$ cat src/rtl/voice_vel_ctrl.sv
// Note-event queue + per-voice velocity table; commits one queued event per frame (E0 sample -> E3 commit), level path 2 cycles.
// Backpressure: ev_ready drops when the FIFO is full; an event offered while full is discarded and flagged on ev_drop.
module voice_vel_ctrl #(
  parameter int VOICES  = 8,
  parameter int V_WIDTH = 3,
  parameter int E_WIDTH = 3,
  parameter int VEL_W   = 8,
  parameter int LVL_W   = 8,
  parameter int FIFO_AW = 2
) (
  input  logic                       OSC_CLK,
  input  logic                       iRST,
  input  logic                       ev_valid,
  output logic                       ev_ready,
  input  logic                       ev_on,
  input  logic [V_WIDTH-1:0]         ev_key_adr,
  input  logic [VEL_W-1:0]           ev_vel,
  input  logic                       frame_start,
  input  logic [V_WIDTH+E_WIDTH-1:0] xxxx,
  input  logic [LVL_W-1:0]           level_mul,
  input  logic [1:0]                 vel_mode,
  output logic [VOICES-1:0]          keys_on,
  output logic                       note_on_pulse,
  output logic [V_WIDTH-1:0]         note_key_adr,
  output logic [LVL_W-1:0]           level_mul_vel,
  output logic [V_WIDTH+E_WIDTH-1:0] slot_out,
  output logic                       ev_drop
);

  localparam int DEPTH = 2**FIFO_AW;
  localparam int ENT_W = 1 + V_WIDTH + VEL_W;
  localparam int NV    = 2**V_WIDTH;
  localparam int SW    = V_WIDTH + E_WIDTH;
  localparam int PW    = LVL_W + VEL_W + 1;
  localparam int QW    = 2*VEL_W + 2;

  typedef enum logic [2:0] {S_IDLE, S_WAIT, S_POP, S_CALC, S_COMMIT} state_t;
  state_t state, state_nxt;

  logic [ENT_W-1:0]   fifo_mem [DEPTH];
  logic [FIFO_AW-1:0] wr_ptr, rd_ptr;
  logic [FIFO_AW:0]   count;
  logic               wr_en, pop, empty;

  logic               hold_on;
  logic [V_WIDTH-1:0] hold_key;
  logic [VEL_W-1:0]   hold_vel;
  logic [VEL_W-1:0]   vel_eff, vel_calc;
  logic [VEL_W:0]     sq_p1;
  logic [QW-1:0]      sq;

  logic [VEL_W-1:0]   vel_table [NV];
  logic [NV-1:0]      gate;

  logic [V_WIDTH-1:0] voice;
  logic [VEL_W-1:0]   vel_s1;
  logic [LVL_W-1:0]   lvl_s1;
  logic [SW-1:0]      slot_s1;
  logic [VEL_W:0]     vel_p1;
  logic [PW-1:0]      product;

  // count never exceeds DEPTH, so its MSB alone marks full
  assign ev_ready = !count[FIFO_AW];
  assign empty    = (count == '0);
  assign wr_en    = ev_valid && ev_ready;
  assign pop      = (state == S_POP);
  assign keys_on  = gate[VOICES-1:0];
  assign voice    = xxxx[SW-1 -: V_WIDTH];

  always_ff @(posedge OSC_CLK) begin
    if (wr_en) fifo_mem[wr_ptr] <= {ev_on, ev_key_adr, ev_vel};
  end

  always_ff @(posedge OSC_CLK or posedge iRST) begin
    if (iRST) begin
      wr_ptr  <= '0;
      rd_ptr  <= '0;
      count   <= '0;
      ev_drop <= 1'b0;
    end else begin
      ev_drop <= ev_valid && !ev_ready;
      if (wr_en) wr_ptr <= wr_ptr + 1'b1;
      if (pop)   rd_ptr <= rd_ptr + 1'b1;
      case ({wr_en, pop})
        2'b10:   count <= count + 1'b1;
        2'b01:   count <= count - 1'b1;
        default: count <= count;
      endcase
    end
  end

  always_ff @(posedge OSC_CLK or posedge iRST) begin
    if (iRST) state <= S_IDLE;
    else      state <= state_nxt;
  end

  always_comb begin
    state_nxt = state;
    case (state)
      S_IDLE:   if (!empty) state_nxt = S_WAIT;
      S_WAIT:   if (empty) state_nxt = S_IDLE;
                else if (frame_start) state_nxt = S_POP;
      S_POP:    state_nxt = S_CALC;
      S_CALC:   state_nxt = S_COMMIT;
      S_COMMIT: state_nxt = empty ? S_IDLE : S_WAIT;
      default:  state_nxt = S_IDLE;
    endcase
  end

  always_comb begin
    sq_p1 = {1'b0, hold_vel} + {{VEL_W{1'b0}}, 1'b1};
    sq    = {{(VEL_W+1){1'b0}}, sq_p1} * {{(VEL_W+1){1'b0}}, sq_p1};
    case (vel_mode)
      2'd0:    vel_calc = '1;
      2'd2:    vel_calc = VEL_W'((sq - {{(QW-1){1'b0}}, 1'b1}) >> VEL_W);
      default: vel_calc = hold_vel;
    endcase
  end

  always_ff @(posedge OSC_CLK or posedge iRST) begin
    if (iRST) begin
      hold_on       <= 1'b0;
      hold_key      <= '0;
      hold_vel      <= '0;
      vel_eff       <= '0;
      gate          <= '0;
      note_on_pulse <= 1'b0;
      note_key_adr  <= '0;
      for (int i = 0; i < NV; i++) vel_table[i] <= '1;
    end else begin
      note_on_pulse <= (state == S_COMMIT) && hold_on;
      if (state == S_POP) {hold_on, hold_key, hold_vel} <= fifo_mem[rd_ptr];
      if (state == S_CALC) vel_eff <= vel_calc;
      if (state == S_COMMIT) begin
        note_key_adr   <= hold_key;
        gate[hold_key] <= hold_on;
        if (hold_on) vel_table[hold_key] <= vel_eff;
      end
    end
  end

  // stage-1 read forwards the velocity being committed on the same edge
  always_comb begin
    vel_p1  = {1'b0, vel_s1} + {{VEL_W{1'b0}}, 1'b1};
    product = {{(VEL_W+1){1'b0}}, lvl_s1} * {{LVL_W{1'b0}}, vel_p1};
  end

  always_ff @(posedge OSC_CLK or posedge iRST) begin
    if (iRST) begin
      vel_s1        <= '0;
      lvl_s1        <= '0;
      slot_s1       <= '0;
      level_mul_vel <= '0;
      slot_out      <= '0;
    end else begin
      if ((state == S_COMMIT) && hold_on && (hold_key == voice)) vel_s1 <= vel_eff;
      else vel_s1 <= vel_table[voice];
      lvl_s1        <= level_mul;
      slot_s1       <= xxxx;
      level_mul_vel <= LVL_W'(product >> VEL_W);
      slot_out      <= slot_s1;
    end
  end

endmodule
$ cat config.mk
export PLATFORM = sky130hd
export DESIGN_NAME = voice_vel_ctrl
export DESIGN_NICKNAME = d
export VERILOG_FILES = /design/src/rtl/voice_vel_ctrl.sv
export SDC_FILE = /design/constraint.sdc
export NUM_CORES = 1
export LEC_CHECK = 0
export BUFFER_PORTS_ARGS = -buffer_cell sky130_fd_sc_hd__buf_4
export CORE_MARGIN = 1.5
export CORE_UTILIZATION = 63
export CTS_CLUSTER_DIAMETER = 50
export DETAILED_ROUTE_END_ITERATION = 6
export PLACE_DENSITY = 0.86
export SLEW_MARGIN = 15
export SYNTH_ARGS = -nofsm -noshare
export SYNTH_HDL_FRONTEND = slang
export SYNTH_SLANG_ARGS = --single-unit
$ cat constraint.sdc
create_clock -name OSC_CLK -period 6.3 [get_ports OSC_CLK]
set_clock_uncertainty 0.15 [all_clocks]
set_input_delay 1.26 -clock OSC_CLK [delete_from_list [all_inputs] [get_ports OSC_CLK]]
set_output_delay 1.26 -clock OSC_CLK [all_outputs]
set_load 0.01 [all_outputs]
==> flow_metrics.env <==
export IMPL_run_status="finished, final reports clean"
export IMPL_routed_wirelength_um=24000
export IMPL_fillCellCount=1221
export IMPL_max_freq_mhz=166
export IMPL_grt_use_total_pct=25.6
export IMPL_cpPeakStageDelay_ns=0.55
export IMPL_post_synth_instance_area_um2=12100
export IMPL_gp_congestion=0.877
export IMPL_timing_final_crit_period_ns=6.03
export IMPL_die_area_um2=20000
export IMPL_synth_largest_area_cell="dfrtp_1"
export IMPL_timing_rr_end="vel_eff[7]"
export IMPL_drt_vias_per_instance=5.85
export IMPL_timing_final_crit_share_pct=95.7
export IMPL_post_cts_setup_buffers=0
export IMPL_drt_pass1_iterations=5
export IMPL_slew_viol_final=0
export IMPL_synth_enable_flop_cells=48
export IMPL_final_nets=1246
export IMPL_min_delay_path_class="reg -> reg"
export IMPL_timing_hold_worst_path_depth=0
export IMPL_muxShareOfSynthArea_pct=12.9
export IMPL_synth_flop_cell="dfrtp_1"
export IMPL_cts_buffers_inserted=17
export IMPL_critPathLaunch="hold_vel[4]"
export IMPL_crit_path_end_kind="register"
export IMPL_detailedRoute_firstIterationViolations=453
export IMPL_ys_async_sr_fraction_pct=74.9
export IMPL_final_setup_violating_endpoints=0
export IMPL_synth_top_family_by_area="adder cells"
export IMPL_cp_cell_sequence="and3_1 -> and3_1 -> xnor2_1 -> or2_2 -> fa_1 -> inv_1 -> fa_1 -> fa_1 -> fa_1 -> inv_1 -> fa_1 -> inv_1 -> ha_1 -> and4_1 -> o21a_1 -> nor2_1 -> o2111ai_1 -> xnor3_1 -> a21oi_1"
export IMPL_critPathRequiredTime_ns=6.51
export IMPL_largest_net_degree_at_the_start_of_global_routing=101
export IMPL_row_count=50
export IMPL_arrival_time_of_data_at_the_critical_path_endpoint_ns=6.24
export IMPL_cts_hold_repair_buffers=0
export IMPL_timing_max_cap_violations=0
export IMPL_port_buffer_count=59
export IMPL_synth_compound_area_share_pct=4.20
export IMPL_cts_tree="yes"
export IMPL_hpwlAfterDp_um=16800
export IMPL_pin_count=60
export IMPL_timing_critical_path_from_type="register"
export IMPL_whs_endpoint="slot_out[1]"
export IMPL_xor_xnor_share_of_the_synthesized_area_pct=3.15
export IMPL_netlist_top_cells_area="dfrtp_1 (16%), dfstp_2 (14%), fa_1 (14%), edfxtp_1 (12%), ha_1 (8.1%)"
export IMPL_cts_h_tree_depth=4
export IMPL_via_count_of_the_first_global_routing_pass=8141
export IMPL_timing_hold_worst_start="slot_s1[1]"
export IMPL_ys_warn_count=0
export IMPL_worst_slew_margin_pct=42.5
export IMPL_crit_type="reg -> reg"
export IMPL_die_h_um=142
export IMPL_fp_dieW_um=142
export IMPL_postSynthRegisterBits=191
export IMPL_final_area_um2=13400
export IMPL_crit_path_top_delay_cell="fa_1"
export IMPL_r2r_worst_path_cells=19
export IMPL_layout_cells_most_common_list="inv_1 (133), nand2_1 (94), fa_1 (84), ha_1 (77), dfrtp_1 (76)"
export IMPL_finalHoldViolations=0
export IMPL_clkTransAtPathRegs_ns=0.08
export IMPL_drive_above_1_share_pct=26.5
export IMPL_postSynthAreaPerCell_um2=12.1
export IMPL_antenna_found_initial=0
export IMPL_netlist_instances=998
export IMPL_clock_tree_root_cell="clkbuf_16"
export IMPL_tightest_slew_ns=0.862
export IMPL_final_antenna_net_count=0
export IMPL_worstSkewPairLatency_ns=0.45
export IMPL_placed_area_um2=12700
export IMPL_area_growth_syn_to_layout_pct=10.5
export IMPL_cts_resized=0
export IMPL_global_route_overflow_total=0
export IMPL_rsz_0062_raised_after_global_routing="no"
export IMPL_final_common_cell="inv_1"
export IMPL_timing_reg2reg_setup_slack_ns=0.27
export IMPL_antennaDiodeCount=0
export IMPL_yosys_area_share_simple_pct=10.1
export IMPL_synth_lib_cells_used_distinct=57
export IMPL_fin_setup_tns_ns=0
export IMPL_ys_seq_area_share_pct=42.2
export IMPL_post_synth_top_area_fraction_pct=16.4
export IMPL_initial_utilization_pct=64.4
export IMPL_vias=7599
export IMPL_wire_per_inst_um=18.5
export IMPL_max_clock_path_buffers=2
export IMPL_route_detailed_drc=0
export IMPL_layout_area_seq_um2=5100
export IMPL_crit_path_max_fanout=6
export IMPL_grt_first_pass_wirelength_um=39500
export IMPL_clock_sinks=191
export IMPL_footprint_of_the_multi_input_gates_um2=6360
export IMPL_r2r_start="hold_vel[4]"
export IMPL_synth_adder_area_share_pct=22.0
export IMPL_worst_path_most_repeated_cell="fa_1"
export IMPL_core_area_um2=18800
area by class of cell:
cell class | instances | area share [%]
Multi-Input combinational cell | 643 | 47.6
Inverter | 135 | 3.83
Clock buffer | 17 | 3.18
Tap cell | 234 | 2.19
Sequential cell | 191 | 38.2
Timing Repair Buffer | 64 | 3.60
Clock inverter | 15 | 1.41
sequential cells by signal, indices dropped and copies added, names as in the netlist:
name and cells:
keys_on 8, level_mul_vel 8, vel_s1 8, note_on_pulse 1
count 3, hold_vel 8, hold_on 1, lvl_s1 8
ev_drop 1, vel_table 64, rd_ptr 2, hold_key 3
fifo_mem 48, slot_s1 6, state 3, wr_ptr 2
note_key_adr 3, vel_eff 8, slot_out 6
worst max-delay path by stage:
stage / end / cells after the start
detailed placement: vel_eff[7] / 19
floorplan: vel_eff[7] / 20
finish: vel_eff[7] / 19
global route: vel_eff[7] / 19
global placement: vel_eff[7] / 19
CTS: vel_eff[7] / 19
critical path: cells and delay by family (launching register included):
family | cells | cell delay (ns)
adder cells (fa/ha/maj) | 6 | 2.86
AND/OR/NAND/NOR | 5 | 1.25
AO/OA/AOI/OAI | 3 | 0.43
buffers and inverters | 3 | 0.16
XOR/XNOR | 2 | 0.63
flip-flops | 1 | 0.47
cells in the mapped netlist, types with 8 or more instances:
| cell type | count |
|---|---|
| nand2_1 | 94 |
| mux4_2 | 28 |
| fa_1 | 84 |
| nor2b_1 | 10 |
| and3_1 | 10 |
| buf_1 | 9 |
| nor2_1 | 32 |
| edfxtp_1 | 48 |
| dfstp_2 | 64 |
| mux2_2 | 74 |
| nand2b_1 | 8 |
| inv_1 | 134 |
| xnor2_1 | 28 |
| and2_1 | 35 |
| o21ai_0 | 29 |
| a21oi_1 | 30 |
| ha_1 | 78 |
| nand3_1 | 16 |
| clkbuf_1 | 11 |
| buf_2 | 10 |
| xor2_1 | 11 |
| mux2i_1 | 10 |
| dfrtp_1 | 79 |
logic make-up after synthesis:
family / count (synthesis)
compound gates: 85
xor+xnor: 41
fa+ha+maj: 162
buf+inv: 167
flops: 191
mux: 112
other cells: 2
simple gates: 238
metal layers:
metal  wire length [um]  GRT usage [%]  up-vias
li1                   -              -     3431
met1               9480           31.2     3876
met2              12800           45.6      243
met3               1130           4.32       49
met4                578           9.88        0
met5                  0              0        -
stage by stage:
step	setup WS [ns]	util, %	hold slack [ns]	instances
after global routing	0.00452	71.2	0.216	1299
final	0.271	71.2	0.201	1299
after floorplan	0.570	-	0.181	1001
after global placement	0.444	67.8	0.182	1267
after detailed placement	0.226	67.8	0.187	1267
after CTS	0.213	71.1	0.204	1299
Power is not shown: default switching activity piles up to over one toggle a cycle in this logic, so the estimate is an artifact.
